`src/rtl/branch_spec_tracker.sv`:
```
// Speculative branch tracker: in-order FIFO of predicted branches with mispredict flush/recovery FSM.
// Optional macro BR_TRACK_PERF_EN adds saturating resolve/mispredict performance counters.
module branch_spec_tracker #(
    parameter int DEPTH          = 4,
    parameter int PC_WIDTH       = 16,
    parameter int RECOVER_CYCLES = 2
) (
    input  logic                       clk_i,
    input  logic                       rst_n_i,
    input  logic                       alloc_v_i,
    input  logic                       alloc_taken_i,
    input  logic [PC_WIDTH-1:0]        alloc_alt_pc_i,
    output logic                       alloc_ready_o,
    input  logic                       resolve_v_i,
    input  logic                       resolve_taken_i,
    output logic                       flush_o,
    output logic                       redirect_v_o,
    output logic [PC_WIDTH-1:0]        redirect_pc_o,
    output logic                       fetch_stall_o,
    output logic [$clog2(DEPTH+1)-1:0] count_o
`ifdef BR_TRACK_PERF_EN
    ,
    output logic [15:0]                perf_resolved_o,
    output logic [15:0]                perf_mispredict_o
`endif
);

    localparam int PTR_W = $clog2(DEPTH);
    localparam int CNT_W = $clog2(DEPTH + 1);
    localparam int RC_W  = $clog2(RECOVER_CYCLES + 1);

    localparam logic [CNT_W-1:0] FULL_CNT = CNT_W'(DEPTH);

    localparam logic [1:0] ST_RUN     = 2'd0;
    localparam logic [1:0] ST_FLUSH   = 2'd1;
    localparam logic [1:0] ST_RECOVER = 2'd2;

    logic [1:0]          state;
    logic [PTR_W-1:0]    head;
    logic [PTR_W-1:0]    tail;
    logic [CNT_W-1:0]    count;
    logic [RC_W-1:0]     rec_cnt;
    logic [PC_WIDTH-1:0] redirect_pc;

    logic                mem_taken [DEPTH];
    logic [PC_WIDTH-1:0] mem_pc    [DEPTH];

    logic resolve_ok;
    logic mispredict;
    logic pop;
    logic push;

    // Readiness depends only on registered occupancy; a same-cycle pop never frees a slot.
    assign alloc_ready_o = (state == ST_RUN) && (count != FULL_CNT);
    assign resolve_ok    = resolve_v_i && (count != '0) && (state == ST_RUN);
    assign mispredict    = resolve_ok && (resolve_taken_i != mem_taken[head]);
    assign pop           = resolve_ok && !mispredict;
    assign push          = alloc_v_i && alloc_ready_o && !mispredict;

    assign flush_o       = (state == ST_FLUSH);
    assign redirect_v_o  = (state == ST_FLUSH);
    assign redirect_pc_o = redirect_pc;
    assign fetch_stall_o = (state != ST_RUN) || (count == FULL_CNT);
    assign count_o       = count;

    always_ff @(posedge clk_i) begin
        if (push) begin
            mem_taken[tail] <= alloc_taken_i;
            mem_pc[tail]    <= alloc_alt_pc_i;
        end
    end

    always_ff @(posedge clk_i or negedge rst_n_i) begin
        if (!rst_n_i) begin
            state       <= ST_RUN;
            head        <= '0;
            tail        <= '0;
            count       <= '0;
            rec_cnt     <= '0;
            redirect_pc <= '0;
        end else begin
            case (state)
                ST_RUN: begin
                    if (mispredict) begin
                        state       <= ST_FLUSH;
                        redirect_pc <= mem_pc[head];
                        head        <= '0;
                        tail        <= '0;
                        count       <= '0;
                    end else begin
                        if (push) tail <= tail + PTR_W'(1);
                        if (pop)  head <= head + PTR_W'(1);
                        if (push && !pop)      count <= count + CNT_W'(1);
                        else if (pop && !push) count <= count - CNT_W'(1);
                    end
                end
                ST_FLUSH: begin
                    state   <= ST_RECOVER;
                    rec_cnt <= RC_W'(RECOVER_CYCLES);
                end
                ST_RECOVER: begin
                    if (rec_cnt <= RC_W'(1)) begin
                        state   <= ST_RUN;
                        rec_cnt <= '0;
                    end else begin
                        rec_cnt <= rec_cnt - RC_W'(1);
                    end
                end
                default: state <= ST_RUN;
            endcase
        end
    end

`ifdef BR_TRACK_PERF_EN
    always_ff @(posedge clk_i or negedge rst_n_i) begin
        if (!rst_n_i) begin
            perf_resolved_o   <= '0;
            perf_mispredict_o <= '0;
        end else begin
            if (resolve_ok && (perf_resolved_o != '1))
                perf_resolved_o <= perf_resolved_o + 16'd1;
            if (mispredict && (perf_mispredict_o != '1))
                perf_mispredict_o <= perf_mispredict_o + 16'd1;
        end
    end
`endif

endmodule

```
`config.mk`:
```
export PLATFORM = sky130hd
export DESIGN_NAME = branch_spec_tracker
export DESIGN_NICKNAME = d
export VERILOG_FILES = /design/src/rtl/branch_spec_tracker.sv
export SDC_FILE = /design/constraint.sdc
export NUM_CORES = 1
export LEC_CHECK = 0
export CAP_MARGIN = 20
export CORE_MARGIN = 2
export CORE_UTILIZATION = 57
export DETAILED_ROUTE_END_ITERATION = 8
export PLACE_DENSITY = 0.8
export SYNTH_ARGS = -nofsm -noshare
export SYNTH_HDL_FRONTEND = slang
export SYNTH_SLANG_ARGS = --single-unit
```
`constraint.sdc`:
```
create_clock -name clk_i -period 9.8 [get_ports clk_i]
set_clock_uncertainty 0.2 [all_clocks]
set_input_delay 0.98 -clock clk_i [delete_from_list [all_inputs] [get_ports clk_i]]
set_output_delay 0.98 -clock clk_i [all_outputs]
set_load 0.005 [all_outputs]
```
======== Word-level counts from Yosys, hierarchy flattened ========
Memories as Yosys holds them, arrays and structs flattened. A register that Yosys moved wholly into a read port is not among the register bits.
Cells that the tools add are included.
storage, ports and cells
  bits in registers ....................... 11
  memory bits (writable) .................. 68
  output and inout bits ................... 23
  logic and storage cells ................. 60
  memories ................................ 2
cells by class
  add/subtract/negate cells ............... 5
  $lt $le $gt $ge ......................... 1
  equality and inequality tests ........... 7
  muxes and demuxes ....................... 14
  reductions and logical operators ........ 26
memory list
  memory     words  width  rd ports  clocked after Yosys merged registers in  wr ports  line  text
  mem_pc     4      16     1         1                                        1         46    logic [PC_WIDTH-1:0] mem_pc [DEPTH];
  mem_taken  4      1      1         0                                        1         45    logic mem_taken [DEPTH];
operators with widths
  cell                                                  count
  2-to-1 mux 2 bit                                      7
  AND reduction 2 bit                                   5
  logical AND 1 bit                                     9
  2-to-1 mux 3 bit                                      3
  nonzero test 2 bit                                    4
  one-hot mux 2 bit (3 select lines)                    1
  nonzero test 3 bit                                    2
  adder 2 x 1 -> 2 bit (second input constant)          2
  logical NOT 1 bit                                     4
  != test 2 bit (second input constant)                 2
  one-hot mux 2 bit (2 select lines)                    1
  adder 3 x 1 -> 3 bit (second input constant)          1
  equality test 3 bit (second input constant)           1
  != test 3 bit (second input constant)                 1
  subtractor 3 x 1 -> 3 bit (second input constant)     1
  equality test 2 x 1 -> 1 bit (second input constant)  1
  equality test 2 bit (second input constant)           1
  <= comparator 2 x 1 -> 1 bit (second input constant)  1
  logical NOT 2 bit                                     1
  2-to-1 mux 1 bit                                      2
  subtractor 2 x 1 -> 2 bit (second input constant)     1
  logical OR 1 bit                                      1
  != test 1 bit                                         1

======== Longest topological paths before layout ========
Gate-level depths: netlist of run 1.
  depth in word-level cells ............... 11
  depth in mapped cells ................... 10
  depth with buffers taken out ............ 9

======== Least setup slack after synthesis of run 1 ========
No wires, ideal clock.
  path kind ............................... input-to-reg
  start ................................... input resolve_v_i
  end ..................................... memory mem_pc[0][0] (enable)
  library setup time ...................... 0.416 ns
  data arrival time ....................... 2.953 ns
  data required time ...................... 9.184 ns
  slack ................................... 6.231 ns
  cell stages on the path ................. 5
  path through ............................ clkbuf_1 -> o211ai_1 -> nor2_4 -> buf_2 -> nor3b_1
between the ends
  cells in the longest elaborated chain, start to end .. 7
ends and longest elaborated chain
  element                                 line  text
  start, declared                         14    input logic resolve_v_i,
  logical AND 1 bit (2 in series)         55    assign resolve_ok = resolve_v_i && (count != '0) && (state == ST_RUN);
  logical AND 1 bit                       56    assign mispredict = resolve_ok && (resolve_taken_i != mem_taken[head]);
  logical NOT 1 bit                       58    assign push = alloc_v_i && alloc_ready_o && !mispredict;
  logical AND 1 bit                       58
  2-to-1 mux 1 bit                        67    if (push) begin
  2-to-1 mux 1 bit (implied by the code)  69    mem_pc[tail] <= alloc_alt_pc_i;
  end, declared                           46
Every way passes these cells.

======== Final worst setup path of run 1 ========
  start ................................... register count[2] (netlist: count_o[2])
  end ..................................... output fetch_stall_o
between the ends
  cells in the longest elaborated chain, start to end .. 2
ends and longest elaborated chain
  element                 line  text
  start, declared         41    logic [CNT_W-1:0] count;
  start signal, assigned  93    if (push && !pop) count <= count + CNT_W'(1);
  start signal, assigned  94    else if (pop && !push) count <= count - CNT_W'(1);
  equality test 3 bit     63    assign fetch_stall_o = (state != ST_RUN) || (count == FULL_CNT);
  logical OR 1 bit        63
  end, declared           19    output logic fetch_stall_o,
Every way passes these cells.

==> results of run 1 <==
[worst register-to-register path, cell delays in order (launching register included)]
cell and delay (ns):
sky130_fd_sc_hd__dfrtp_1 0.86, sky130_fd_sc_hd__mux4_2 0.45, sky130_fd_sc_hd__xnor2_2 0.19, sky130_fd_sc_hd__nor2_4 0.68, sky130_fd_sc_hd__nor3b_2 0.11, sky130_fd_sc_hd__buf_4 0.25
[sequential cells by signal, indices dropped and copies added, names as in the netlist]
name and cells:
count_o 3, head 2, mem_pc 64, mem_taken 4, rec_cnt 2, redirect_pc_o 16
state 2, tail 2
[metrics by stage]
step | utilization | total power [W]
global route | 0.698 | 0.00138
CTS | 0.698 | 0.00132
detailed placement | 0.665 | 0.00104
finish | 0.698 | 0.00131
global placement | 0.665 | 0.00103
floorplan | - | 0.000867
[where the power goes]
group	internal, W	switching (W)	leakage, nW
clock network	0.000146	0.000133	0.109
registers	0.000528	0.0000580	0.945
logic	0.000263	0.000181	0.605
[final timing paths]
| path | from | endpoint | slack [ns] | cells after the start |
|---|---|---|---|---|
| worst max-delay path | count_o[2]$_DFFE_PN0P_ | fetch_stall_o | 6.58 | 4 |
| worst min-delay path | rec_cnt[0]$_DFFE_PN0P_ | rec_cnt[0]$_DFFE_PN0P_ | 0.28 | 1 |
| worst max register to register | head[1]$_DFFE_PN0P_ | mem_pc[2][15]$_DFFE_PP_ | 6.77 | 5 |
| worst min register to register | rec_cnt[0]$_DFFE_PN0P_ | rec_cnt[0]$_DFFE_PN0P_ | 0.28 | 1 |
| max in group asynchronous | rst_n_i | redirect_pc_o[0]$_DFFE_PN0P_ | 8.33 | 2 |
| min in group asynchronous | rst_n_i | count_o[0]$_DFFE_PN0P_ | 0.79 | 2 |
[routing by layer]
metal | share of wire | GRT usage | wire length, microns | vias to the layer above
met5 | 0 | 0 | 0 | -
met4 | 0.011 | 0.0597 | 70 | 0
met3 | 0.036 | 0.0486 | 224 | 8
met2 | 0.54 | 0.318 | 3370 | 44
met1 | 0.42 | 0.227 | 2620 | 1022
li1 | - | - | - | 922
[cell type report]
class                      instances  share of cell area
sequential                        95               0.582
clock inverter                     6              0.0198
tap                               80              0.0215
clock buffer                      10              0.0274
inverter                           9             0.00724
multi-input combinational         99               0.238
timing repair buffer              50               0.104
[kinds of logic (layout without fill, tap and decap cells)]
| group | after synthesis | count (layout) | share of synthesized area |
|---|---|---|---|
| compound gates | 22 | 22 | 0.0351 |
| xor+xnor | 4 | 4 | 0.0109 |
| fa+ha+maj | 8 | 8 | 0.0277 |
| buf+inv | 18 | 75 | 0.0212 |
| flops | 95 | 95 | 0.699 |
| mux | 37 | 37 | 0.165 |
| simple gates | 28 | 28 | 0.0409 |
[cells in the final DEF, fill, tap and decap left out, types with 2 or more instances in the layout]
| cell | Yosys | routed |
|---|---|---|
| sky130_fd_sc_hd__edfxtp_1 | 68 | 68 |
| sky130_fd_sc_hd__nor3b_2 | 0 | 4 |
| sky130_fd_sc_hd__xnor2_1 | 2 | 2 |
| sky130_fd_sc_hd__nor2_1 | 4 | 4 |
| sky130_fd_sc_hd__nand3_1 | 5 | 5 |
| sky130_fd_sc_hd__dfrtp_1 | 27 | 27 |
| sky130_fd_sc_hd__inv_1 | 9 | 9 |
| sky130_fd_sc_hd__a21oi_1 | 5 | 5 |
| sky130_fd_sc_hd__clkdlybuf4s50_1 | 0 | 44 |
| sky130_fd_sc_hd__mux2i_1 | 2 | 2 |
| sky130_fd_sc_hd__buf_4 | 1 | 6 |
| sky130_fd_sc_hd__o21ai_0 | 9 | 9 |
| sky130_fd_sc_hd__clkbuf_8 | 0 | 9 |
| sky130_fd_sc_hd__ha_1 | 7 | 7 |
| sky130_fd_sc_hd__bufinv_16 | 0 | 2 |
| sky130_fd_sc_hd__nand2_1 | 7 | 7 |
| sky130_fd_sc_hd__mux2_4 | 10 | 10 |
| sky130_fd_sc_hd__mux4_2 | 17 | 17 |
| sky130_fd_sc_hd__mux2_2 | 8 | 8 |
==> run metrics, run 1 <==
outcome complete, no violations; Starting Density 0.582; Inserted Diodes 0; I/O pin count 45; Final setup viols 0; clock transition at the registers of the reported paths approximately 0.090 ns; CTS tree built; post-CTS resize count 0; largest cells by area after synthesis sky130_fd_sc_hd__edfxtp_1 (53%), sky130_fd_sc_hd__dfrtp_1 (17%), sky130_fd_sc_hd__mux4_2 (9.8%); final design instance area without fill roughly 0.0047 sq mm; critical path required time approximately 8.6 ns; sinks on the clock net 95; violation count after the first detailed-route iteration 160; number of filler cells placed in the layout roughly 440; Synth Instances 212; unrepaired setup endpoints after global routing no; overall via count from detail_route 1996; worst hold-check path type flip-flop to flip-flop; Most used DFF post-synth sky130_fd_sc_hd__edfxtp_1; Syn Nets between 200 and 250; Total Neg Setup Slack 0 ns; Finished Layout Cells between 300 and 400; Setup CP Type flip-flop to primary output; Buf+Inv Stages, Crit Path 2; Setup Slack @ Placement around 6.3 ns; vias in the first global route around 2000; top achievable clock speed roughly 0.31 GHz; fraction of final layout cells sized beyond drive strength 1 0.242; drc violations 0; hold violation total from the final report 0; later-pin clock latency in the skew report approximately 0.35 ns; number of nets in the finished design between 200 and 300; part of the Yosys area used for sequential elements 0.699; Die H 86.6 microns; area of the die 0.00750 sq mm; least setup slack across all paths after layout 6.58 ns; pin count of the biggest net entering global routing 28; flops & latches, synth 95; area growth from synthesis to layout 20.0%; site row count 30; Longest Clk Path Bufs 2; maximum fanout encountered on the critical timing path 8; total number of H-tree levels 3; largest area contributor in the netlist sky130_fd_sc_hd__edfxtp_1; critical path endpoint category primary output; ranking of synthesized cells by instance count sky130_fd_sc_hd__edfxtp_1 (68), sky130_fd_sc_hd__dfrtp_1 (27), sky130_fd_sc_hd__mux4_2 (17); share of the synthesized area in the top cell type 0.525; Period minus WS final between 3 and 4 ns; number of buffers created by CTS 9; final critical-path share of the clock period 0.328; area of combinational cells with multiple inputs 0.00111 sq mm; largest stage delay on the critical path roughly 0.5 ns; first-pass GRT wire length around 9900 microns; Critical Path Slowest Stage Cell sky130_fd_sc_hd__dfrtp_1; element type at the critical path start flip-flop; final RePlAce weighted congestion around 0.79; total standard cell area after synthesis a little under 0.004 sq mm; CTS Hold Buffers Added 0; count of different cell masters after synthesis 39; Critical Path AT around 2 ns; Slew headroom 0.421; number of antenna violations at the first check in global routing 0; total wirelength of the detailed-routed design ~6300 microns; Vias/cell 5.72; 1st-pass router iterations 4; Antenna Nets Post-Route 0; worst hold-check slack between 0.2 and 0.3 ns; total power divided by cell area ~280 mW/mm^2; number of synthesized flops with an enable pin 68; async set-reset flop share out of synthesis 0.284; Peak supply drop 0.118 mV; routed length per instance about 18 microns; count of maximum capacitance violations 0; Worst path top cell family by delay simple AND/OR/NAND/NOR gates; clock root buffer master sky130_fd_sc_hd__clkbuf_8; GRT Resource Usage Total 0.184; DPL Wire Length around 4000 microns; chain of cells forming the critical path or3b_2 -> and2_1 -> inv_1 -> clkdlybuf4s50_1; count of buffers inserted at the top-level ports 44; number of placed cells counting well taps about 330; core region area ~0.0067 sq mm; count of buffers added by post-CTS timing repair for setup 0; post-place instance area between 0.004 and 0.005 sq mm; most frequently used cell type in the post-synthesis netlist sky130_fd_sc_hd__edfxtp_1; syn_area_per_cell 18.3 sq um; number of pins exceeding their max-slew limit in the final report 0; static leakage about 1.7 nW; sequential cell area in the final layout 0.00272 sq mm; global route overflow 0; transition time of the tightest slew-check pin between 0.8 and 0.9 ns; Die Wd about 87 microns; total of warnings raised by yosys 0
(Power assumes the default switching activity.)
==> run 2, diff against run 1 <==
Settings changed: CORE_UTILIZATION 57 to 55, PLACE_DENSITY 0.8 to 0.78.
Clock period 9.8 ns to 3 ns, I/O delays scaled along.
==> run metrics, run 2 (same netlist as run 1, synthesis figures left out) <==
number of buffers created by CTS 9 (unchanged); Die H 88.1 microns (+1.7%); total wirelength of the detailed-routed design 6580 microns (+4.8%); final critical-path share of the clock period 0.846; transition time of the tightest slew-check pin 0.460 ns (-0.406 ns); I/O pin count 45 (unchanged); top library cells by usage in the layout, fill and taps aside sky130_fd_sc_hd__edfxtp_1 (68), sky130_fd_sc_hd__clkdlybuf4s50_1 (44), sky130_fd_sc_hd__dfrtp_1 (27); post-CTS resize count 0 (unchanged); Critical Path AT 2.04 ns (about the same); flip-flop count of the largest register after layout 64 (unchanged); fraction of final layout cells sized beyond drive strength 1 0.263 (+0.0210); site row count 30 (unchanged); Inserted Diodes 0 (unchanged); pin count of the biggest net entering global routing 28 (unchanged); element type at the critical path start flip-flop; Slew headroom 0.690 (+0.269); area of combinational cells with multiple inputs 0.00111 sq mm (unchanged); violation count after the first detailed-route iteration 115 (-28%); Period minus WS final 2.54 ns; Final setup viols 0 (unchanged); clock root buffer master sky130_fd_sc_hd__clkbuf_8; Vias/cell 5.44 (-4.9%); Setup CP Type flip-flop to primary output; most frequent standard cell in the layout excluding fill and tap cells sky130_fd_sc_hd__edfxtp_1; CTS Hold Buffers Added 0 (unchanged); outcome complete, no violations; first-pass GRT wire length 10600 microns (+6.6%); number of antenna violations at the first check in global routing 0 (unchanged); number of nets in the finished design 303 (+3.1%); core region area 0.00683 sq mm (+2.2%); Antenna Nets Post-Route 0 (unchanged); Finished Layout Cells 374 (+7.2%); post-place instance area 0.00453 sq mm (+2.0%); number of pins exceeding their max-slew limit in the final report 0 (unchanged); critical path required time 2.50 ns (-6.12 ns); Peak supply drop 0.536 mV (+350%); final design instance area without fill 0.00476 sq mm (+1.9%); Starting Density 0.569 (-0.0128); number of placed cells counting well taps 358 (+7.5%); Reg with most FFs mem_pc; Die Wd 88.1 microns (+1.7%); drc violations 0 (unchanged); hold violation total from the final report 0 (unchanged); number of filler cells placed in the layout 465 (+5.2%); unrepaired setup endpoints after global routing no; routed length per instance 17.6 microns (-2.2%); final RePlAce weighted congestion 0.797 (+1.3%); maximum fanout encountered on the critical timing path 7 (-1); core occupancy in the finished layout 0.696 (-0.00216); 1st-pass router iterations 5 (+1); Longest Clk Path Bufs 2 (unchanged); top achievable clock speed about 0.39 GHz; DPL Wire Length 4330 microns (+9.2%); vias in the first global route 2062 (+3.2%); sinks on the clock net 95 (unchanged); count of buffers added by post-CTS timing repair for setup 0 (unchanged); count of buffers inserted at the top-level ports 44 (unchanged); static leakage 1.71 nW (+3.0%); total number of H-tree levels 3 (unchanged); CTS tree built; power consumption 0.00435 W (+230%); area of the die 0.00776 sq mm (+3.5%); clock transition at the registers of the reported paths 0.09 ns (about the same); Total Neg Setup Slack 0 ns (unchanged); area growth from synthesis to layout 22.3%; worst hold-check path type input port to asynchronous set/reset pin; global route overflow 0 (unchanged); critical path endpoint category primary output; overall via count from detail_route 2034 (+1.9%); sequential cell area in the final layout 0.00272 sq mm (unchanged); GRT Resource Usage Total 0.188 (+0.00479); count of maximum capacitance violations 0 (unchanged); later-pin clock latency in the skew report 0.35 ns (about the same); total power divided by cell area 915 mW/mm^2 (+230%)
-- run 2: cell types whose count changed in the layout (fill, tap and decap cells not counted) --
cell,before,now
sky130_fd_sc_hd__buf_4,6,15
sky130_fd_sc_hd__clkbuf_1,1,2
sky130_fd_sc_hd__clkbuf_8,9,10
sky130_fd_sc_hd__clkinv_2,1,0
sky130_fd_sc_hd__clkinv_4,0,1
sky130_fd_sc_hd__clkinvlp_4,1,0
sky130_fd_sc_hd__inv_8,1,0
-- run 2: report_power, final --
part           switching (W)  leakage [nW]  internal, W
Sequential          0.000161         0.945      0.00173
Combinational       0.000643         0.652     0.000899
Clock               0.000424         0.111     0.000498
Total                0.00123          1.71      0.00312
-- run 2: metrics by stage --
stage	hold slack [ns]	setup WS (ns)
finish	0.131	0.461
global route	0.150	0.313
CTS	0.129	0.444
detailed placement	0.272	0.464
global placement	0.255	0.517
floorplan	-0.196	-0.346
-- run 2: path summary, 6_finish.rpt --
path	end	cells past startpoint	slack [ns]	startpoint
max in group asynchronous	redirect_pc_o[5]$_DFFE_PN0P_	2	2.20	rst_n_i
setup / recovery	fetch_stall_o	4	0.46	count_o[1]$_DFFE_PN0P_
hold reg to reg	rec_cnt[0]$_DFFE_PN0P_	1	0.28	rec_cnt[0]$_DFFE_PN0P_
hold / removal	redirect_pc_o[8]$_DFFE_PN0P_	2	0.13	rst_n_i
min in group clk_i	rec_cnt[0]$_DFFE_PN0P_	1	0.28	rec_cnt[0]$_DFFE_PN0P_
setup reg to reg	count_o[1]$_DFFE_PN0P_	6	0.47	count_o[1]$_DFFE_PN0P_
-- run 2: cell type report --
class	instances	share of cell area
Tap cell	96	0.0253
Clock inverter	4	0.0163
Multi-Input combinational cell	99	0.233
Clock buffer	12	0.0305
Inverter	9	0.00710
Timing Repair Buffer	59	0.116
Sequential cell	95	0.571
-- run 2: worst max-delay path: stages (launching register included) --
cell,delay [ns]
sky130_fd_sc_hd__dfrtp_1,0.45
sky130_fd_sc_hd__or3b_2,0.51
sky130_fd_sc_hd__and2_1,0.20
sky130_fd_sc_hd__inv_1,0.05
sky130_fd_sc_hd__clkdlybuf4s50_1,0.48
-- run 2: per-layer routing --
layer,global-route usage,wire length [microns],vias up
met5,0,0,-
met4,0.0744,77,0
met3,0.0386,295,7
met2,0.293,3290,43
met1,0.267,2920,1046
li1,-,-,938
==> run 3, diff against run 2 <==
Settings changed: CORE_UTILIZATION 55 to 50, PLACE_DENSITY 0.78 to 0.74.
Clock period 3 ns to 2.11 ns, I/O delays scaled along.
==> run metrics, run 3 (same netlist as run 1, synthesis figures left out) <==
drc violations 0 (unchanged); sinks on the clock net 95 (unchanged); clock transition at the registers of the reported paths 0.09 ns (about the same); worst hold-check path type input port to asynchronous set/reset pin; routed length per instance 17.3 microns (-1.6%); Longest Clk Path Bufs 2 (unchanged); outcome finished, violations left; top library cells by usage in the layout, fill and taps aside sky130_fd_sc_hd__edfxtp_1 (68), sky130_fd_sc_hd__clkdlybuf4s50_1 (41), sky130_fd_sc_hd__dfrtp_1 (27); violations in the final reports setup timing; violation count after the first detailed-route iteration 68 (-41%); hold violation total from the final report 0 (unchanged); most frequent standard cell in the layout excluding fill and tap cells sky130_fd_sc_hd__edfxtp_1; CTS tree built; later-pin clock latency in the skew report 0.35 ns (about the same); number of pins exceeding their max-slew limit in the final report 0 (unchanged); Peak supply drop 0.701 mV (+31%); least setup slack across all paths after layout -0.168 ns (-0.629 ns); number of nets in the finished design 330 (+8.9%); Die Wd 92.2 microns (+4.7%); Starting Density 0.509 (-0.0607); cells on worst reg2reg path 5 (-1); count of buffers inserted at the top-level ports 44 (unchanged); Inserted Diodes 0 (unchanged); total number of H-tree levels 3 (unchanged); GRT Resource Usage Total 0.184 (-0.00458); launch instance of the worst register-to-register path head[0]$_DFFE_PN0P_; Die H 92.2 microns (+4.7%); 1st-pass router iterations 4 (-1); Critical Path AT 2.33 ns (+0.29 ns); I/O pin count 45 (unchanged); critical path endpoint category flip-flop; vias in the first global route 2281 (+11%); Antenna Nets Post-Route 0 (unchanged); pin count of the biggest net entering global routing 28 (unchanged); Vias/cell 5.31 (-2.4%); DPL Wire Length 4750 microns (+9.8%); clock root buffer master sky130_fd_sc_hd__clkbuf_8; Final setup viols 88 (+88); first-pass GRT wire length 11600 microns (+9.9%); count of maximum capacitance violations 0 (unchanged); Total Neg Setup Slack -10.62 ns (-10.62 ns); area of the die 0.00850 sq mm (+9.5%); static leakage 1.90 nW (+11%); area growth from synthesis to layout 32.0%; overall via count from detail_route 2160 (+6.2%); unrepaired setup endpoints after global routing yes; total power divided by cell area 1290 mW/mm^2 (+41%); final critical-path share of the clock period 1.08; Slew headroom 0.684 (-0.00582); number of buffers created by CTS 9 (unchanged); maximum fanout encountered on the critical timing path 8 (+1); transition time of the tightest slew-check pin 0.469 ns (+0.00864 ns); flip-flop count of the largest register after layout 64 (unchanged); Setup CP Type flip-flop to flip-flop; top achievable clock speed 0.439 GHz; Reg with most FFs mem_pc; core occupancy in the finished layout 0.671 (-0.0249); critical path required time 2.16 ns (-0.34 ns); final RePlAce weighted congestion 0.790 (-0.84%); site row count 32 (+6.7%); reg2reg setup slack -0.17 ns (-0.64 ns); number of antenna violations at the first check in global routing 0 (unchanged); destination of the worst register-to-register timing path redirect_pc_o[10]$_DFFE_PN0P_; total wirelength of the detailed-routed design 7050 microns (+7.1%); Period minus WS final ~2.3 ns; element type at the critical path start flip-flop; global route overflow 0 (unchanged); core region area 0.00765 sq mm (+12%); worst hold-check slack 0.0378 ns (-0.0928 ns); fraction of final layout cells sized beyond drive strength 1 0.361 (+0.0981)
==> run 3: cell count changes in the layout (fill, tap and decap cells not counted), moves of 2 or more <==
cell                              change
sky130_fd_sc_hd__ha_1                 -2
sky130_fd_sc_hd__buf_4               +10
sky130_fd_sc_hd__mux2_4               +6
sky130_fd_sc_hd__dlygate4sd2_1        +2
sky130_fd_sc_hd__a21oi_1              -2
sky130_fd_sc_hd__a21oi_2              +2
sky130_fd_sc_hd__buf_6               +16
sky130_fd_sc_hd__clkbuf_16            +2
sky130_fd_sc_hd__bufinv_16            -2
sky130_fd_sc_hd__nor3b_4              +4
sky130_fd_sc_hd__clkdlybuf4s50_1      -3
sky130_fd_sc_hd__mux2_2               -6
sky130_fd_sc_hd__nor3b_2              -4
==> run 3: worst max path at each step <==
stage,startpoint,to,slack (ns)
6_report,head[0]$_DFFE_PN0P_,redirect_pc_o[10]$_DFFE_PN0P_,-0.17
4_1_cts,head[0]$_DFFE_PN0P_,redirect_pc_o[0]$_DFFE_PN0P_,-0.21
3_3_place_gp,head[0]$_DFFE_PN0P_,redirect_pc_o[1]$_DFFE_PN0P_,-0.19
2_1_floorplan,head[0]$_DFFE_PN0P_,mem_pc[0][0]$_DFFE_PP_,-0.40
5_1_grt,head[0]$_DFFE_PN0P_,redirect_pc_o[0]$_DFFE_PN0P_,-0.25
3_5_place_dp,head[0]$_DFFE_PN0P_,redirect_pc_o[0]$_DFFE_PN0P_,-0.22
==> run 3: report_power, final <==
part	switching [W]	internal (W)
Clock	0.000613	0.000578
Sequential	0.000206	0.00245
Combinational	0.00110	0.00165
Total	0.00192	0.00469
==> run 3: area by class of cell <==
class / count / area, sq um
inverters: 9 / 33.8
multi-input cells: 99 / 1220
flip-flops and latches: 95 / 2720
clock inverters: 3 / 22.5
well taps: 102 / 128
repair buffers: 86 / 828
clock buffers: 13 / 181
fillers: 541 / 2510
==> run 3: per-stage QoR <==
stage	cells	area, sq um	total power (W)	setup WS [ns]
after floorplan	212	4000	0.00419	-0.403
after global placement	385	4780	0.00520	-0.191
after detailed placement	385	4780	0.00527	-0.222
after CTS	406	5110	0.00664	-0.207
after global routing	407	5130	0.00700	-0.254
final	407	5130	0.00660	-0.168
==> run 3: routing by layer <==
| layer | part of all wire | GRT usage | vias to the layer above |
|---|---|---|---|
| met5 | 0 | 0 | - |
| met4 | 0.010 | 0.0522 | 0 |
| met3 | 0.030 | 0.0468 | 7 |
| met2 | 0.51 | 0.306 | 35 |
| met1 | 0.45 | 0.242 | 1119 |
| li1 | - | - | 999 |
==> run 3: what timing repair did <==
| action | 4_1_cts | 5_1_grt |
|---|---|---|
| resized for setup | 27 | 5 |
| buffers inserted | 5 | 2 |
| cloned | 0 | 0 |
| hold buffers | 0 | 0 |
| pin swaps | 6 | 2 |
| setup endpoints to repair | 89 | 92 |
==> run 3: worst max-delay path, cell delays in order (launching register included) <==
cell and delay [ns]:
sky130_fd_sc_hd__dfrtp_1 0.39, sky130_fd_sc_hd__mux4_2 0.57, sky130_fd_sc_hd__xnor2_4 0.16, sky130_fd_sc_hd__nor2_4 0.34
sky130_fd_sc_hd__buf_6 0.21, sky130_fd_sc_hd__mux2_4 0.30
